### src/rtl/reg_a_uart_monitor_pkg.sv
// Shared constants, state encodings and the hex-to-ASCII helper for the
// reg_a UART monitor.
package reg_a_uart_monitor_pkg;

    localparam int CLKS_PER_BIT_DEFAULT = 104;

    localparam logic [7:0] ASCII_ZERO = 8'h30;
    localparam logic [7:0] ASCII_A    = 8'h41;
    localparam logic [7:0] ASCII_CR   = 8'h0D;
    localparam logic [7:0] ASCII_LF   = 8'h0A;

    typedef enum logic [2:0] {
        MSG_IDLE,
        MSG_SEND_HI,
        MSG_SEND_LO,
        MSG_SEND_CR,
        MSG_SEND_LF
    } msg_state_t;

    typedef enum logic [1:0] {
        TX_IDLE,
        TX_START,
        TX_DATA,
        TX_STOP
    } tx_state_t;

    // Uppercase hex digit for one nibble.
    function automatic logic [7:0] hex_ascii(input logic [3:0] nib);
        if (nib < 4'd10) begin
            return ASCII_ZERO + {4'd0, nib};
        end
        return ASCII_A + {4'd0, nib} - 8'd10;
    endfunction

endpackage

### src/rtl/reg_a_uart_monitor_uart_tx_byte.sv
// 8N1 byte serializer. done is asserted combinationally in the last cycle of
// the stop bit; a start seen in that same cycle chains straight into the next
// start bit, so consecutive bytes have no idle gap.
//
// state    | meaning
// TX_IDLE  | line high, waiting for start
// TX_START | start bit (0)
// TX_DATA  | 8 data bits, LSB first
// TX_STOP  | stop bit (1)
module uart_tx_byte
    import reg_a_uart_monitor_pkg::*;
#(
    parameter int CLKS_PER_BIT = CLKS_PER_BIT_DEFAULT
) (
    input  logic       CLK,
    input  logic       R,
    input  logic       start,
    input  logic [7:0] data,
    output logic       done,
    output logic       idle,
    output logic       tx
);

    localparam int CW = (CLKS_PER_BIT > 1) ? $clog2(CLKS_PER_BIT) : 1;
    localparam logic [CW-1:0] LAST = CW'(CLKS_PER_BIT - 1);

    tx_state_t     state, state_nxt;
    logic [CW-1:0] cnt, cnt_nxt;
    logic [2:0]    idx, idx_nxt;
    logic [7:0]    sh, sh_nxt;
    logic          tx_nxt;

    assign idle = (state == TX_IDLE);

    // Register serializer state; reset drives the line high immediately.
    always_ff @(posedge CLK) begin
        if (!R) begin
            state <= TX_IDLE;
            cnt   <= '0;
            idx   <= '0;
            sh    <= '0;
            tx    <= 1'b1;
        end else begin
            state <= state_nxt;
            cnt   <= cnt_nxt;
            idx   <= idx_nxt;
            sh    <= sh_nxt;
            tx    <= tx_nxt;
        end
    end

    // Bit timing down-counter and bit sequencing.
    always_comb begin
        state_nxt = state;
        cnt_nxt   = cnt;
        idx_nxt   = idx;
        sh_nxt    = sh;
        tx_nxt    = tx;
        done      = 1'b0;
        case (state)
            TX_IDLE: begin
                tx_nxt = 1'b1;
                if (start) begin
                    state_nxt = TX_START;
                    sh_nxt    = data;
                    cnt_nxt   = LAST;
                    tx_nxt    = 1'b0;
                end
            end
            TX_START: begin
                if (cnt == '0) begin
                    state_nxt = TX_DATA;
                    cnt_nxt   = LAST;
                    idx_nxt   = 3'd0;
                    tx_nxt    = sh[0];
                end else begin
                    cnt_nxt = cnt - CW'(1);
                end
            end
            TX_DATA: begin
                if (cnt == '0) begin
                    cnt_nxt = LAST;
                    if (idx == 3'd7) begin
                        state_nxt = TX_STOP;
                        tx_nxt    = 1'b1;
                    end else begin
                        idx_nxt = idx + 3'd1;
                        sh_nxt  = {1'b0, sh[7:1]};
                        tx_nxt  = sh[1];
                    end
                end else begin
                    cnt_nxt = cnt - CW'(1);
                end
            end
            TX_STOP: begin
                if (cnt == '0) begin
                    done = 1'b1;
                    if (start) begin
                        state_nxt = TX_START;
                        sh_nxt    = data;
                        cnt_nxt   = LAST;
                        tx_nxt    = 1'b0;
                    end else begin
                        state_nxt = TX_IDLE;
                        tx_nxt    = 1'b1;
                    end
                end else begin
                    cnt_nxt = cnt - CW'(1);
                end
            end
            default: begin
                state_nxt = TX_IDLE;
                tx_nxt    = 1'b1;
            end
        endcase
    end

endmodule

### src/rtl/reg_a_uart_monitor.sv
// Watches the CPU accumulator and prints every new value as "HH\r\n" on a
// UART line. A single pending slot holds the newest unsent value.
//
// state       | meaning
// MSG_IDLE    | no message in flight; loads pending when full
// MSG_SEND_HI | sending upper-nibble hex digit
// MSG_SEND_LO | sending lower-nibble hex digit
// MSG_SEND_CR | sending carriage return
// MSG_SEND_LF | sending line feed
module reg_a_uart_monitor
    import reg_a_uart_monitor_pkg::*;
#(
    parameter int CLKS_PER_BIT = CLKS_PER_BIT_DEFAULT
) (
    input  logic       CLK,
    input  logic       R,
    input  logic [7:0] data_in,
    input  logic       data_valid,
    output logic       tx,
    output logic       busy,
    output logic       dropped
);

    msg_state_t state, state_nxt;
    logic [7:0] msg_val, pend_val, last_val;
    logic       pend_full, last_valid;
    logic       accept, consume, drop, busy_nxt;
    logic       tx_start, tx_done, tx_idle;
    logic [7:0] tx_byte;

    // Message state register.
    always_ff @(posedge CLK) begin
        if (!R) begin
            state <= MSG_IDLE;
        end else begin
            state <= state_nxt;
        end
    end

    // Advance one character each time the serializer finishes a stop bit.
    always_comb begin
        state_nxt = state;
        case (state)
            MSG_IDLE:    if (pend_full) state_nxt = MSG_SEND_HI;
            MSG_SEND_HI: if (tx_done)   state_nxt = MSG_SEND_LO;
            MSG_SEND_LO: if (tx_done)   state_nxt = MSG_SEND_CR;
            MSG_SEND_CR: if (tx_done)   state_nxt = MSG_SEND_LF;
            MSG_SEND_LF: if (tx_done)   state_nxt = MSG_IDLE;
            default:                    state_nxt = MSG_IDLE;
        endcase
    end

    // Change detection, pending-slot bookkeeping and serializer handshake.
    // The byte offered is the one for the state being entered, so a chained
    // start at done already carries the next character.
    always_comb begin
        accept   = data_valid && (!last_valid || (data_in != last_val));
        consume  = (state == MSG_IDLE) && pend_full;
        drop     = accept && pend_full && !consume;
        busy_nxt = (state_nxt != MSG_IDLE) || accept || (pend_full && !consume);
        tx_start = (state != MSG_IDLE) && (state_nxt != MSG_IDLE) && (tx_idle || tx_done);
        tx_byte  = ASCII_LF;
        case (state_nxt)
            MSG_SEND_HI: tx_byte = hex_ascii(msg_val[7:4]);
            MSG_SEND_LO: tx_byte = hex_ascii(msg_val[3:0]);
            MSG_SEND_CR: tx_byte = ASCII_CR;
            default:     tx_byte = ASCII_LF;
        endcase
    end

    // Pending slot, last-accepted value and registered status outputs.
    always_ff @(posedge CLK) begin
        if (!R) begin
            msg_val    <= '0;
            pend_val   <= '0;
            pend_full  <= 1'b0;
            last_val   <= '0;
            last_valid <= 1'b0;
            busy       <= 1'b0;
            dropped    <= 1'b0;
        end else begin
            if (consume) begin
                msg_val <= pend_val;
            end
            if (accept) begin
                pend_val   <= data_in;
                pend_full  <= 1'b1;
                last_val   <= data_in;
                last_valid <= 1'b1;
            end else if (consume) begin
                pend_full <= 1'b0;
            end
            busy    <= busy_nxt;
            dropped <= drop;
        end
    end

    uart_tx_byte #(
        .CLKS_PER_BIT(CLKS_PER_BIT)
    ) u_tx (
        .CLK   (CLK),
        .R     (R),
        .start (tx_start),
        .data  (tx_byte),
        .done  (tx_done),
        .idle  (tx_idle),
        .tx    (tx)
    );

endmodule

### config.mk
export PLATFORM = sky130hd
export DESIGN_NAME = reg_a_uart_monitor
export DESIGN_NICKNAME = d
export VERILOG_FILES = /design/src/rtl/reg_a_uart_monitor_pkg.sv /design/src/rtl/reg_a_uart_monitor_uart_tx_byte.sv /design/src/rtl/reg_a_uart_monitor.sv
export SDC_FILE = /design/constraint.sdc
export NUM_CORES = 1
export LEC_CHECK = 0
export CAP_MARGIN = 5
export CORE_MARGIN = 2
export CORE_UTILIZATION = 30
export DETAILED_ROUTE_END_ITERATION = 10
export PLACE_DENSITY_LB_ADDON = 0.1
export SLEW_MARGIN = 20
export SYNTH_ARGS = -nofsm -noshare
export SYNTH_HDL_FRONTEND = slang
export SYNTH_SLANG_ARGS = --single-unit
### constraint.sdc
create_clock -name CLK -period 5.3 [get_ports CLK]
set_input_delay 0.53 -clock CLK [delete_from_list [all_inputs] [get_ports CLK]]
set_output_delay 0.53 -clock CLK [all_outputs]
set_load 0.05 [all_outputs]
==> results of run 1 <==
[metrics by stage]
step | hold slack [ps] | std cells
after floorplan | 436 | 330
after global placement | 445 | 437
after detailed placement | 453 | 437
after CTS | 466 | 445
after global routing | 492 | 445
final | 462 | 445
[flip-flops by register name (all words and copies together), names as in the netlist]
signal	cells
u_tx.idx	3
busy	1
u_tx.sh	7
pend_full	1
state	3
dropped	1
last_val	8
last_valid	1
u_tx.state	2
u_tx.tx	1
msg_val	8
u_tx.cnt	7
[cells in the mapped netlist, types with 3 or more instances]
cell / n / area [sq um]
sky130_fd_sc_hd__nand2b_1: 3 / 18.8
sky130_fd_sc_hd__nand4_1: 4 / 25.0
sky130_fd_sc_hd__nor2_1: 28 / 105
sky130_fd_sc_hd__o211ai_1: 5 / 37.5
sky130_fd_sc_hd__nand3_1: 10 / 50.1
sky130_fd_sc_hd__a31oi_1: 3 / 18.8
sky130_fd_sc_hd__mux2i_1: 10 / 100
sky130_fd_sc_hd__o21ai_0: 21 / 105
sky130_fd_sc_hd__clkbuf_1: 12 / 45.0
sky130_fd_sc_hd__a21o_1: 5 / 37.5
sky130_fd_sc_hd__o31ai_1: 5 / 37.5
sky130_fd_sc_hd__a21boi_0: 3 / 22.5
sky130_fd_sc_hd__nand2_1: 38 / 143
sky130_fd_sc_hd__dfxtp_1: 43 / 861
sky130_fd_sc_hd__nor4_1: 4 / 25.0
sky130_fd_sc_hd__inv_1: 13 / 48.8
sky130_fd_sc_hd__o221a_2: 3 / 33.8
sky130_fd_sc_hd__a21oi_1: 36 / 180
sky130_fd_sc_hd__nor3b_1: 3 / 22.5
sky130_fd_sc_hd__nor2b_1: 6 / 37.5
sky130_fd_sc_hd__nor3_1: 6 / 30.0
sky130_fd_sc_hd__xnor2_1: 11 / 96.3
sky130_fd_sc_hd__ha_1: 11 / 138
sky130_fd_sc_hd__o22ai_1: 3 / 18.8
[layer usage]
layer	part of all wire, %	GRT usage, %
met1	49	20.1
met2	47	24.2
met3	3.4	3.02
met4	1.2	5.13
met5	0	0
[logic make-up (layout without fill, tap and decap cells)]
logic type	after synthesis	in the layout	share of synthesized area, %
xor+xnor	13	13	4.32
fa+ha+maj	11	11	5.22
flops	43	43	32.7
mux	10	10	3.80
buf+inv	28	35	4.56
compound gates	103	103	25.1
simple gates	122	122	24.4
[path summary, 6_finish.rpt]
check,start,end
hold reg to reg,msg_val[0],msg_val[0]
hold / removal,msg_val[0],msg_val[0]
setup / recovery,R,u_tx.tx
setup reg to reg,u_tx.cnt[2],u_tx.sh[0]
[worst min-delay path, stage by stage, from the launching register on]
cell                      delay, ps
sky130_fd_sc_hd__dfxtp_1        320
sky130_fd_sc_hd__nand2_1         50
sky130_fd_sc_hd__a21oi_1         50
[cell type report]
type	count	share of cell area [%]
Clock inverter	2	1.19
Tap cell	108	4.58
Timing Repair Buffer	13	4.41
Clock buffer	6	2.80
Multi-Input combinational cell	259	56.1
Inverter	14	1.78
Sequential cell	43	29.2
[where the power goes]
group          total [uW]  internal (uW)  switching [uW]  leakage [uW]
registers             438            378            59.8      0.000351
clock network         271            153             119     0.0000612
logic                 654            244             410      0.000628
total                1360            775             588       0.00104
[layout by cell type (no fill, tap or decap), drive strengths merged, types with 6 or more instances in the layout]
master	instances
ha	11
mux2i	10
inv	13
clkbuf	6
nand3	10
nor4	6
nand2	38
a21oi	37
nor3	7
xnor2	11
o211ai	6
nor2b	6
dfxtp	43
o21ai	22
clkdlybuf4s50	13
nor2	28
==> qor.json, run 1 <==
{
  "result_of_the_run": "finished clean",
  "final_hold_viol_count": 0,
  "yosys_warnings": 0,
  "placed_cell_area_sq_mm": 0.00283,
  "fillCellCount": 934,
  "critical_path_class": "in2reg",
  "worst_min_delay_path_category": "reg2reg",
  "max_slew.worst_pin.slew_ps": 966,
  "period_share_pct": 49.0,
  "rr_worst_depth": 5,
  "cp_max_fo": 34,
  "design.core.area_sq_mm": 0.00864,
  "syn-cell-area_sq_mm": 0.00264,
  "synth-edff-count": 0,
  "worstPathBufferInverterCount": 2,
  "synthesis.area_per_instance_sq_um": 7.98,
  "postRouteWirelength_mm": 6.83,
  "cts_setup_buffers": 0,
  "yosysSeqAreaShare_pct": 32.7,
  "hold_depth": 2,
  "required_ps": 5480,
  "floorplan.initialDensity_pct": 30.5,
  "synth.net_count": 352,
  "drc_errors": 0,
  "final_layout_size_suffix_gt1_share_pct": 6.23,
  "grt_first_pass_wirelength_mm": 11.6,
  "total_power_uw": 1360,
  "cellLeakagePower_uw": 0.00104,
  "synth-async-reset-ratio_pct": 0,
  "clock_latency_reported_for_the_late_side_of_the_worst_skew_pair_ps": 300,
  "max-vdd-ir-drop_mv": 0.139,
  "finalClockSkew_ps": 6.86,
  "max-cap-violations": 0,
  "cts_buffers": 5,
  "maxClockFrequency_mhz": 385,
  "setup_viol": 0,
  "drtAntennaViolNets": 0,
  "final_core_utilization_pct": 34.2,
  "timing.critical_path.to_type": "register",
  "pre_cts_slack_ps": 2300,
  "min_clock_period_post_route_ps": 2600,
  "starting_drc_count_in_detailed_routing": 193,
  "place_congestion": 0.810,
  "numClockSinks": 43,
  "drt-pass1-iter-count": 4,
  "final-max-slew-violation-count": 0,
  "regArea_sq_um": 861,
  "num_antenna_cells": 0,
  "first_global_vias": 2221,
  "cts_root_buf": "sky130_fd_sc_hd__clkbuf_8",
  "cpMaxStageDelayCell": "sky130_fd_sc_hd__clkinv_1",
  "placementRows": 34,
  "netlist-cell-type-count": 57,
  "grt_start_max_net_pins": 35,
  "dp_hpwl_mm": 5.02,
  "vias_post_dr": 2349,
  "syn-instance-count": 330,
  "power_density_of_the_placed_cells_mw_per_mm2": 462,
  "cp_num_cells": 3,
  "drt-vias-per-instance": 5.28,
  "port_buffers": 13,
  "io_pins": 14,
  "ys_dominant_reg_cell": "sky130_fd_sc_hd__dfxtp_1",
  "layout.nets": 358,
  "maxSlewHeadroom_pct": 35.2,
  "worst_path_dominant_cell_family": "buffers and inverters",
  "postSynthRegisterBits": 43,
  "clock_pin_slew_worst_setup_and_hold_paths_ps": 80,
  "fin_ws_ps": 2700,
  "gr-total-overflow": 0,
  "post_cts_resized": 0,
  "drt-wirelength-per-cell_um": 15.4,
  "rsz0062_at_grt": "false",
  "design_area_sq_mm": 0.00295,
  "crit_path_start_kind": "primary input",
  "synthToLayoutAreaGrowth_pct": 12.0,
  "timing.critical_path.cells": "clkdlybuf4s50_1, clkinv_1, o31a_1",
  "antenna_found_initial": 0,
  "cts_max_path_buffers": 2,
  "dieArea_sq_mm": 0.00955,
  "max_stage_delay_ps": 900,
  "combined_area_of_the_multi_input_logic_cells_sq_mm": 0.00165,
  "cp_data_arrival_time_ps": 2780,
  "die_x_um": 97.7,
  "cts_max_level": 2,
  "grt.total_usage_pct": 15.0,
  "setup-tns-final_ps": 0,
  "number_of_buffers_inserted_by_hold_repair_at_cts": 0,
  "cts_tree": "built",
  "chipHeight_um": 97.7,
  "rrSetupSlack_ps": 2780
}
(Power assumes the default switching activity.)
==> run 2: changes to the inputs <==
clock period = 2.64 ns   (was 5.3 ns; I/O delays follow)
==> qor.json, run 2 (same netlist as run 1, synthesis figures left out) <==
{
  "result_of_the_run": "finished clean",
  "period_share_pct": 87.5,
  "floorplan.initialDensity": {"value": 30.5, "unit": "%", "change": "unchanged"},
  "grt_first_pass_wirelength": {"value": 11.6, "unit": "mm", "change": "-0.18%"},
  "num_antenna_cells": {"value": 0, "change": "unchanged"},
  "starting_drc_count_in_detailed_routing": {"value": 81, "change": "-58%"},
  "final_hold_viol_count": {"value": 0, "change": "unchanged"},
  "maxUsedRoutingLayer": "met4",
  "dp_cell_count": {"value": 443, "change": "+1.4%"},
  "drt-wirelength-per-cell": {"value": 15.1, "unit": "um", "change": "-1.5%"},
  "chipHeight": {"value": 97.7, "unit": "um", "change": "unchanged"},
  "post_layout_nonfiller_instances": {"value": 451, "change": "+1.3%"},
  "routedLengthMet1": {"value": 3.26, "unit": "mm", "change": "-2.6%"},
  "drc_errors": {"value": 0, "change": "unchanged"},
  "crit_path_start_kind": "register",
  "max-vdd-ir-drop": {"value": 0.279, "unit": "mV", "change": "+100%"},
  "top_library_cells_by_usage_in_the_layout_fill_and_taps_aside": "43 x sky130_fd_sc_hd__dfxtp_1, 38 x sky130_fd_sc_hd__nand2_1, 36 x sky130_fd_sc_hd__a21oi_1, 28 x sky130_fd_sc_hd__nor2_1, 21 x sky130_fd_sc_hd__o21ai_0",
  "post_cts_resized": {"value": 0, "change": "unchanged"},
  "final-max-slew-violation-count": {"value": 0, "change": "unchanged"},
  "cts_root_buf": "sky130_fd_sc_hd__clkbuf_8",
  "grt.total_usage": {"value": 15.0, "unit": "%", "change": "-0.022 points"},
  "maxClockFrequency_mhz": 433,
  "min_clock_period_post_route_ps": 2310,
  "drt-pass1-iter-count": {"value": 4, "change": "unchanged"},
  "worst_min_delay_path_category": "reg2reg",
  "finalClockSkew": {"value": 3.55, "unit": "ps", "change": "-3.31 ps"},
  "synthToLayoutAreaGrowth_pct": 13.7,
  "pre_cts_slack": {"value": 359, "unit": "ps", "change": "-1940 ps"},
  "postRouteWirelength": {"value": 6.82, "unit": "mm", "change": "-0.16%"},
  "drtAntennaViolNets": {"value": 0, "change": "unchanged"},
  "max-cap-violations": {"value": 0, "change": "unchanged"},
  "required": {"value": 2830, "unit": "ps", "change": "-2650 ps"},
  "design_area": {"value": 0.00300, "unit": "sq mm", "change": "+1.5%"},
  "cts_buffers": {"value": 5, "change": "unchanged"},
  "place_congestion": {"value": 0.867, "change": "+7.0%"},
  "cts_setup_buffers": {"value": 0, "change": "unchanged"},
  "dieArea": {"value": 0.00955, "unit": "sq mm", "change": "unchanged"},
  "fillCellCount": {"value": 920, "change": "-1.5%"},
  "setup-tns-final": {"value": 0, "unit": "ps", "change": "unchanged"},
  "power_density_of_the_placed_cells": {"value": 922, "unit": "mW/mm^2", "change": "+100%"},
  "total_power": {"value": 2760, "unit": "uW", "change": "+100%"},
  "port_buffers": {"value": 13, "change": "unchanged"},
  "cts_max_path_buffers": {"value": 2, "change": "unchanged"},
  "maxSlewHeadroom": {"value": 60.9, "unit": "%", "change": "+26 points"},
  "cts_max_level": {"value": 2, "change": "unchanged"},
  "dp_hpwl": {"value": 4.98, "unit": "mm", "change": "-0.91%"},
  "layout_top_registers": "last_val: 8 flops, msg_val: 8 flops",
  "grt_start_max_net_pins": {"value": 35, "change": "unchanged"},
  "placementRows": {"value": 34, "change": "unchanged"},
  "clock_latency_reported_for_the_late_side_of_the_worst_skew_pair": {"value": 300, "unit": "ps", "change": "about the same"},
  "setup_viol": {"value": 0, "change": "unchanged"},
  "cp_data_arrival_time": {"value": 2500, "unit": "ps", "change": "-280 ps"},
  "vias_post_dr": {"value": 2379, "change": "+1.3%"},
  "design.core.area": {"value": 0.00864, "unit": "sq mm", "change": "unchanged"},
  "die_x": {"value": 97.7, "unit": "um", "change": "unchanged"},
  "io_pins": {"value": 14, "change": "unchanged"},
  "critical_path_class": "reg2reg",
  "first_global_vias": {"value": 2298, "change": "+3.5%"},
  "placed_cell_area": {"value": 0.00288, "unit": "sq mm", "change": "+1.6%"},
  "cp_max_fo": {"value": 9, "change": "-74%"},
  "final_layout_size_suffix_gt1_share": {"value": 7.87, "unit": "%", "change": "+1.6 points"},
  "fin_ws": {"value": 329, "unit": "ps", "change": "-2380 ps"},
  "antenna_found_initial": {"value": 0, "change": "unchanged"},
  "layout.cells.most_common": "sky130_fd_sc_hd__dfxtp_1",
  "numClockSinks": {"value": 43, "change": "unchanged"},
  "timing.critical_path.to_type": "register",
  "number_of_buffers_inserted_by_hold_repair_at_cts": {"value": 0, "change": "unchanged"},
  "rsz0062_at_grt": "false",
  "layout.nets": {"value": 364, "change": "+1.7%"},
  "drt-vias-per-instance": {"value": 5.27, "change": "about the same"},
  "clock_pin_slew_worst_setup_and_hold_paths": {"value": 80, "unit": "ps", "change": "about the same"},
  "cts_tree": "built",
  "cellLeakagePower": {"value": 0.00107, "unit": "uW", "change": "+2.8%"},
  "max_slew.worst_pin.slew": {"value": 581, "unit": "ps", "change": "-385 ps"},
  "gr-total-overflow": {"value": 0, "change": "unchanged"},
  "route.met2.wl": {"value": 3.29, "unit": "mm", "change": "+3.5%"},
  "wl_met3": {"value": 176, "unit": "um", "change": "-23%"}
}
## run 2: path summary, 6_finish.rpt
kind                      start          to  slack [ps]  cells past startpoint
setup reg to reg  u_tx.state[0]  u_tx.sh[2]         330                      6
hold reg to reg      msg_val[4]  msg_val[4]         460                      2
hold / removal       msg_val[4]  msg_val[4]         460                      2
setup / recovery  u_tx.state[0]  u_tx.sh[2]         330                      6
## run 2: critical path, cell delays in order, from the launching register on
cell and delay [ps]:
sky130_fd_sc_hd__dfxtp_1 430, sky130_fd_sc_hd__ha_1 320, sky130_fd_sc_hd__nand3b_1 300, sky130_fd_sc_hd__o21ai_0 400, sky130_fd_sc_hd__o211ai_2 270, sky130_fd_sc_hd__and2_4 240
sky130_fd_sc_hd__o221a_2 260
## run 2: metrics by stage
stage | hold slack [ps] | util (%)
after global placement | 446 | 33.3
after detailed placement | 451 | 33.3
after floorplan | 408 | -
final | 460 | 34.7
after global routing | 478 | 34.7
after CTS | 463 | 34.7
## run 2: power by group
group / internal (uW) / switching, uW / leakage [uW]
Sequential: 759 / 121 / 0.000351
Combinational: 512 / 826 / 0.000657
Clock: 307 / 239 / 0.0000612
## run 2: layout make-up
cell class | instances | area (sq um) | share of cell area, %
multi-input cells | 259 | 1650 | 55.2
flip-flops and latches | 43 | 861 | 28.7
repair buffers | 19 | 175 | 5.85
well taps | 108 | 135 | 4.51
clock buffers | 6 | 82.6 | 2.76
inverters | 14 | 52.6 | 1.75
clock inverters | 2 | 35.0 | 1.17
## run 2: routing by layer
metal  vias up  track usage, %
met1      1113            19.6
met3         6            3.24
met2        43            25.1
met4         0            4.17
li1       1217               -
met5         -               0
